<file path="src/rtl/pipe_pkg.sv">
// ----------------------------------------------------------------------------
// pipe_pkg
//
// Shared definitions for the generic pipeline stage register:
//   - pipe_stage_state_e : occupancy state of a stage (EMPTY / ONE / TWO)
//   - RV_NOP             : RV32 canonical NOP (addi x0, x0, 0)
//   - if_id_payload_t    : IF/ID payload layout {pc_plus_4, instr}
//   - IF_ID_BUBBLE       : IF/ID payload presented by an empty stage
//   - occupancy_of()     : live-entry count for a given state
// ----------------------------------------------------------------------------
package pipe_pkg;

    typedef enum logic [1:0] {
        EMPTY = 2'd0,
        ONE   = 2'd1,
        TWO   = 2'd2
    } pipe_stage_state_e;

    localparam logic [31:0] RV_NOP = 32'h0000_0013;

    typedef struct packed {
        logic [31:0] pc_plus_4;
        logic [31:0] instr;
    } if_id_payload_t;

    // An empty IF/ID slot looks like a NOP fetched from pc 0, so any
    // downstream stage that ignores valid still executes something harmless.
    localparam if_id_payload_t IF_ID_BUBBLE = '{pc_plus_4: 32'h0, instr: RV_NOP};

    function automatic logic [1:0] occupancy_of(input pipe_stage_state_e s);
        logic [1:0] occ;
        case (s)
            ONE:     occ = 2'd1;
            TWO:     occ = 2'd2;
            default: occ = 2'd0;
        endcase
        return occ;
    endfunction

endpackage

</file>
<file path="src/rtl/pipe_stage_reg.sv">
// ----------------------------------------------------------------------------
// pipe_stage_reg
//
// Parametrised pipeline stage register with valid/ready handshake, optional
// 2-entry skid buffer, synchronous flush and a configurable bubble payload.
//
// Build option:
//   PIPE_STAGE_SKID_EN defined   : main + skid register, in_ready registered
//                                  (no combinational path from out_ready).
//   PIPE_STAGE_SKID_EN undefined : single main register,
//                                  in_ready = !out_valid | out_ready.
//
// Ports:
//   clk        in   1      rising-edge clock
//   reset      in   1      asynchronous, active-high reset
//   flush      in   1      synchronous squash of all held entries
//   in_valid   in   1      upstream offers in_data
//   in_ready   out  1      stage accepts in_data this cycle
//   in_data    in   WIDTH  upstream payload
//   out_valid  out  1      out_data is a live entry
//   out_ready  in   1      downstream accepts out_data this cycle
//   out_data   out  WIDTH  payload to downstream (BUBBLE when not valid)
//   occupancy  out  2      live entries held (0..2)
// ----------------------------------------------------------------------------
module pipe_stage_reg
    import pipe_pkg::*;
#(
    parameter int unsigned      WIDTH  = 64,
    parameter logic [WIDTH-1:0] BUBBLE = WIDTH'(IF_ID_BUBBLE)
) (
    input  logic             clk,
    input  logic             reset,
    input  logic             flush,
    input  logic             in_valid,
    output logic             in_ready,
    input  logic [WIDTH-1:0] in_data,
    output logic             out_valid,
    input  logic             out_ready,
    output logic [WIDTH-1:0] out_data,
    output logic [1:0]       occupancy
);

    pipe_stage_state_e state_q;
    pipe_stage_state_e state_d;
    logic [WIDTH-1:0]  main_q;
    logic [WIDTH-1:0]  main_d;
    logic              out_valid_q;
    logic [1:0]        occupancy_q;
    logic              in_fire;
    logic              out_fire;

`ifdef PIPE_STAGE_SKID_EN
    logic [WIDTH-1:0]  skid_q;
    logic [WIDTH-1:0]  skid_d;
    logic              in_ready_q;

    // in_ready is a registered decode of the next state, which is what lets
    // the skid register absorb the one entry that arrives while downstream
    // back-pressure propagates upstream.
    assign in_ready = in_ready_q;
`else
    // Without a skid slot the stage can only accept when its single entry is
    // leaving (or absent), so ready must follow out_ready combinationally.
    assign in_ready = !out_valid_q | out_ready;
`endif

    assign in_fire   = in_valid & in_ready;
    assign out_fire  = out_valid_q & out_ready;
    assign out_valid = out_valid_q;
    assign out_data  = main_q;
    assign occupancy = occupancy_q;

    // Next-state and payload steering. Flush wins over every handshake: an
    // incoming entry in the same cycle is dropped, and an entry leaving in the
    // same cycle has already been taken by downstream, so nothing is lost.
    // Whenever main empties it is reloaded with BUBBLE so out_data never
    // shows stale data while out_valid is low.
    always_comb begin
        state_d = state_q;
        main_d  = main_q;
`ifdef PIPE_STAGE_SKID_EN
        skid_d  = skid_q;
`endif
        if (flush) begin
            state_d = EMPTY;
            main_d  = BUBBLE;
`ifdef PIPE_STAGE_SKID_EN
            skid_d  = BUBBLE;
`endif
        end else begin
            case (state_q)
                EMPTY: begin
                    if (in_fire) begin
                        state_d = ONE;
                        main_d  = in_data;
                    end
                end
                ONE: begin
`ifdef PIPE_STAGE_SKID_EN
                    if (in_fire && out_fire) begin
                        main_d = in_data;
                    end else if (in_fire) begin
                        state_d = TWO;
                        skid_d  = in_data;
                    end else if (out_fire) begin
                        state_d = EMPTY;
                        main_d  = BUBBLE;
                    end
`else
                    // In ONE, in_fire implies out_ready, so the entry in
                    // main is being replaced as it leaves.
                    if (in_fire) begin
                        main_d = in_data;
                    end else if (out_fire) begin
                        state_d = EMPTY;
                        main_d  = BUBBLE;
                    end
`endif
                end
                TWO: begin
`ifdef PIPE_STAGE_SKID_EN
                    // in_ready is low here, so only a drain can happen; the
                    // older entry leaves and the skid entry moves up.
                    if (out_fire) begin
                        state_d = ONE;
                        main_d  = skid_q;
                    end
`else
                    state_d = EMPTY;
                    main_d  = BUBBLE;
`endif
                end
                default: begin
                    state_d = EMPTY;
                    main_d  = BUBBLE;
                end
            endcase
        end
    end

    // State and payload registers. The status outputs are decoded from the
    // next state so they are plain flops aligned with the state itself.
    always_ff @(posedge clk or posedge reset) begin
        if (reset) begin
            state_q     <= EMPTY;
            main_q      <= BUBBLE;
            out_valid_q <= 1'b0;
            occupancy_q <= 2'd0;
`ifdef PIPE_STAGE_SKID_EN
            skid_q      <= BUBBLE;
            in_ready_q  <= 1'b1;
`endif
        end else begin
            state_q     <= state_d;
            main_q      <= main_d;
            out_valid_q <= (state_d != EMPTY);
            occupancy_q <= occupancy_of(state_d);
`ifdef PIPE_STAGE_SKID_EN
            skid_q      <= skid_d;
            in_ready_q  <= (state_d != TWO);
`endif
        end
    end

endmodule

</file>
<file path="config.mk">
export PLATFORM = sky130hd
export DESIGN_NAME = pipe_stage_reg
export DESIGN_NICKNAME = d
export VERILOG_FILES = /design/src/rtl/pipe_pkg.sv /design/src/rtl/pipe_stage_reg.sv
export SDC_FILE = /design/constraint.sdc
export NUM_CORES = 1
export LEC_CHECK = 0
export CAP_MARGIN = 20
export CORE_MARGIN = 2
export CORE_UTILIZATION = 35
export DETAILED_ROUTE_END_ITERATION = 8
export PLACE_DENSITY = 0.73
export SLEW_MARGIN = 10
export SYNTH_ARGS = -nofsm -noshare
export SYNTH_HDL_FRONTEND = slang
export SYNTH_SLANG_ARGS = --single-unit
</file>
<file path="constraint.sdc">
create_clock -name clk -period 2.8 [get_ports clk]
set_clock_uncertainty 0.05 [all_clocks]
set_input_delay 0.56 -clock clk [delete_from_list [all_inputs] [get_ports clk]]
set_output_delay 0.56 -clock clk [all_outputs]
set_load 0.02 [all_outputs]
</file>
# Word-level counts from Yosys, hierarchy flattened
# Cells that the tools add are included.
# Widths: inputs -> output; s select.
# classes
eq_ne	5
muxes	11
n_bitwise	3
n_reduce_logical	4
# op_table
op	count
$mux 64	4
$pmux 64 s2	1
$mux 2	4
$pmux 2 s2	2
$eq 2x1->1 const B	2
$ne 4x4->1 const B	1
$ne 3x3->1 const B	1
$and 1x1->1	2
$eq 2x2->1 const B	1
$logic_not 2->1	1
$reduce_and 2->1	1
$reduce_bool 2->1	1
$logic_not 1->1	1
$or 1x1->1	1
# word_totals
word_cells	27
out_inout_bits	68
inputBits	69
reg_bits	69

# Longest topological paths before layout
# logic_depth
word_depth	8
ltp_mapped	5
ltp_nobuf	3

# Worst setup path before layout
# No wires, ideal clock.
# synth_path
path_kind	input -> register
start	in out_ready
end	reg main_q[10] (netlist: out_data[10])
setup_time_ns	0.121
cell_stages	5
path_slack_ns	1.290
n_path_buf	2
arrival_time_ns	1.339
cell_sequence	nand2b_4 -> and3_1 -> buf_6 -> buf_6 -> a22o_1
# synth_between
elab_chain_cells	5
elab_cells_between_ends	9
cone_classes	eq/ne: 2; mux: 3; bitwise: 3; reduce/logical: 1
# synth_rtl
element	line_no	source
start: declaration	pipe_stage_reg.sv:38	input logic out_ready,
$or 1x1->1	pipe_stage_reg.sv:64	assign in_ready = !out_valid_q | out_ready;
$and 1x1->1	pipe_stage_reg.sv:67	assign in_fire = in_valid & in_ready;
$mux 64	pipe_stage_reg.sv:112	if (in_fire) begin
$pmux 64 s2	pipe_stage_reg.sv:91	case (state_q)
$mux 64	pipe_stage_reg.sv:84	if (flush) begin
end signal: assignment	pipe_stage_reg.sv:155	main_q <= main_d;
end: declaration	pipe_stage_reg.sv:45	logic [WIDTH-1:0] main_q;
# Parallel ways exist; a longest one is shown, timed or not.
# A chain may end at the register's enable or synchronous reset.

# Final worst setup path
# layout_path
start	in out_ready
end	out in_ready
# layout_between
elab_chain_cells	1
# layout_rtl
element	line_no	source
$or 1x1->1	pipe_stage_reg.sv:64	
end: declaration	pipe_stage_reg.sv:35	output logic in_ready,
# No other way between the ends.

==> run metrics <==
status=finished clean; ant diodes=0; Synth Area in XOR/XNOR=0%; Die X=90.3 µm; top cell type's share of synthesized area=63.4%; FMAX=412 MHz; top cells by area, synth=dfrtp_1, a22o_1, buf_12; pin count of the biggest net entering global routing=37; Routed WL per cell=15.9 µm; Nets=373; post-CTS sizing=0; R2R Path Start=out_valid; number of synthesized flops with an enable pin=0; Slowest cell on crit path=clkdlybuf4s50_1; TritonCTS Buffers=9; CP Cell Sequence=clkdlybuf4s50_1 > nand2b_4 > clkdlybuf4s50_1; vias in the first global route=2057; Netlist cell types=19; most common flop cell mapped by yosys=dfrtp_1; Sum Neg Setup Slack=0 ns; Tmin final=2.43 ns; DR iter-0 viols=71; clock latency at the later pin of the worst-skew pair=0.32 ns; Syn Inst Count=164; RSZ-0062 raised after global routing=no; design area=4090 µm²; Max Cap Violations=0; worst-path maximum fanout=5; Post-Synthesis Cell Area=2600 µm²; Post-CTS Setup Bufs=0; Placer Congestion=0.681; DRT Wirelength=6490 µm; PD cells=492 nW/µm²; cts hold-fix bufs=0; area growth from synthesis to layout=56.9%; WP data arrival=1.82 ns; Seq cells post-synth=69; count of final setup violators=0; DIE HEIGHT=90.3 µm; drt drc=0; initial core utilization=36.1%; die area=8150 µm²; core box area=7210 µm²; vias per cell=4.74; clk sinks=69; DR pass1 iterations=4; Max stage delay on crit path=0.62 ns; VDD IR-drop max=252 µV; average cell area after synthesis=15.9 µm²; Hold Worst Slack=0.414 ns; num ports=137; hold_sp=out_data[1]; main combinational cell family by area after synthesis=compound AO/OA/AOI/OAI gates; Vias=1933; cell taking the most area after synthesis=dfrtp_1; class of the most critical hold timing path=register to register; Max Slew Vio Count=0; most common cell in the netlist=dfrtp_1; first-pass GRT wire length=10400 µm; antenna viol nets, final=0; Post-Synth Adder-Cell Area=0%; Setup crit end kind=output port; P_leak=1.84 nW; worst setup path startpoint=out_ready; Crit path top cell by count=clkdlybuf4s50_1; All-Layer GR Usage=16.0%; clock tree from TritonCTS=done; root buf cell=clkbuf_8; worst path required time=2.19 ns; sequential area share after synthesis=66.4%; fraction of registers with async set/reset=100%; warning count from the yosys run=0; Max clock buf depth=2; Setup crit start kind=input port; H-tree lvl count=3; placed cell areas=3930 µm²; Reg clk slew, reported paths=0.07 ns; row count=31; DP HPWL=4550 µm; post-synthesis simple-gate area fraction=1.78%; I/O Buffers=136; initial antenna violation count=0; WS Path Type=input port to output port; layout cells sized above 1=9.39%; fillcell total=626; mux cell area share after synthesis=0%; total chip power=2.01 mW; Commonest cells post-synth=dfrtp_1, a22o_1, buf_12, buf_6, inv_1; Final period util=86.6%; grt total ovfl=0; Final Hold Fails=0; Synth Area in Compound Gates=22.7%
## where the power goes
part / total, mW / switching (mW) / internal, mW / leakage, nW
combinational: 0.293 / 0.126 / 0.167 / 0.830
clock: 0.667 / 0.351 / 0.316 / 0.0829
sequential: 1.05 / 0.0191 / 1.03 / 0.931
## metal layers
| layer | global-route usage (%) | vias to the layer above | wire [µm] |
|---|---|---|---|
| li1 | - | 893 | - |
| met1 | 19.3 | 950 | 2760 |
| met2 | 27.8 | 81 | 3210 |
| met3 | 4.01 | 9 | 420 |
| met4 | 5.90 | 0 | 93 |
| met5 | 0 | - | 0 |
## critical path, delay by kind of cell
kind          cells  cell delay, ns
simple gates      1            0.16
buf+inv           2            1.10
## layout by cell type, fill, tap and decap left out
cell	Yosys	routed
a21boi_4	0	1
a21o_1	1	1
a21oi_1	1	1
a22o_1	60	60
a22o_2	1	1
a2bb2oi_1	3	3
and3_2	0	1
buf_4	0	6
clkbuf_1	0	2
clkbuf_8	0	9
clkdlybuf4s50_1	0	136
clkinv_2	0	4
clkinvlp_4	0	1
conb_1	1	2
dfrtp_1	66	66
dfstp_2	3	3
inv_1	4	3
inv_2	0	1
nand2_1	1	1
nand2b_4	1	1
nand3_1	1	1
nor2_1	3	3
nor2_2	1	1
o21ai_0	1	1
## metrics by stage
stage	setup WS, ns	instances	util, %
floorplan	0.455	165	-
global placement	0.393	392	54.5
detailed placement	0.371	392	54.5
CTS	0.366	408	56.7
global route	0.335	408	56.7
finish	0.374	408	56.7
## sequential cells by signal (all words and copies together) (netlist names)
signal,flops
out_data,64
occupancy,2
state_q,2
out_valid,1
## final timing paths
kind                                endpoint  slack [ns]  cells past startpoint
worst max-delay path                in_ready        0.37                      3
worst min-delay path             out_data[1]        0.41                      2
max in group asynchronous        out_data[0]        1.76                      3
worst max register to register  out_data[22]        1.26                      4
worst min register to register   out_data[1]        0.41                      2
min in group asynchronous        out_data[9]        0.60                      3
## area by class of cell
type | count | area, µm² | share of cell area, %
flip-flops and latches | 69 | 1730 | 42.3
well taps | 99 | 124 | 3.03
repair buffers | 142 | 1410 | 34.4
multi-input cells | 78 | 653 | 16.0
clock inverters | 5 | 27.5 | 0.673
inverters | 4 | 15.0 | 0.367
clock buffers | 11 | 131 | 3.21
## cell families after synthesis
logic type             Yosys count
DFF                             69
AOI/OAI and AO/OA               68
buffers and inverters           18
and+or+nand+nor                  8
other                            1
Note: power is estimated with default switching activity, not from simulation.
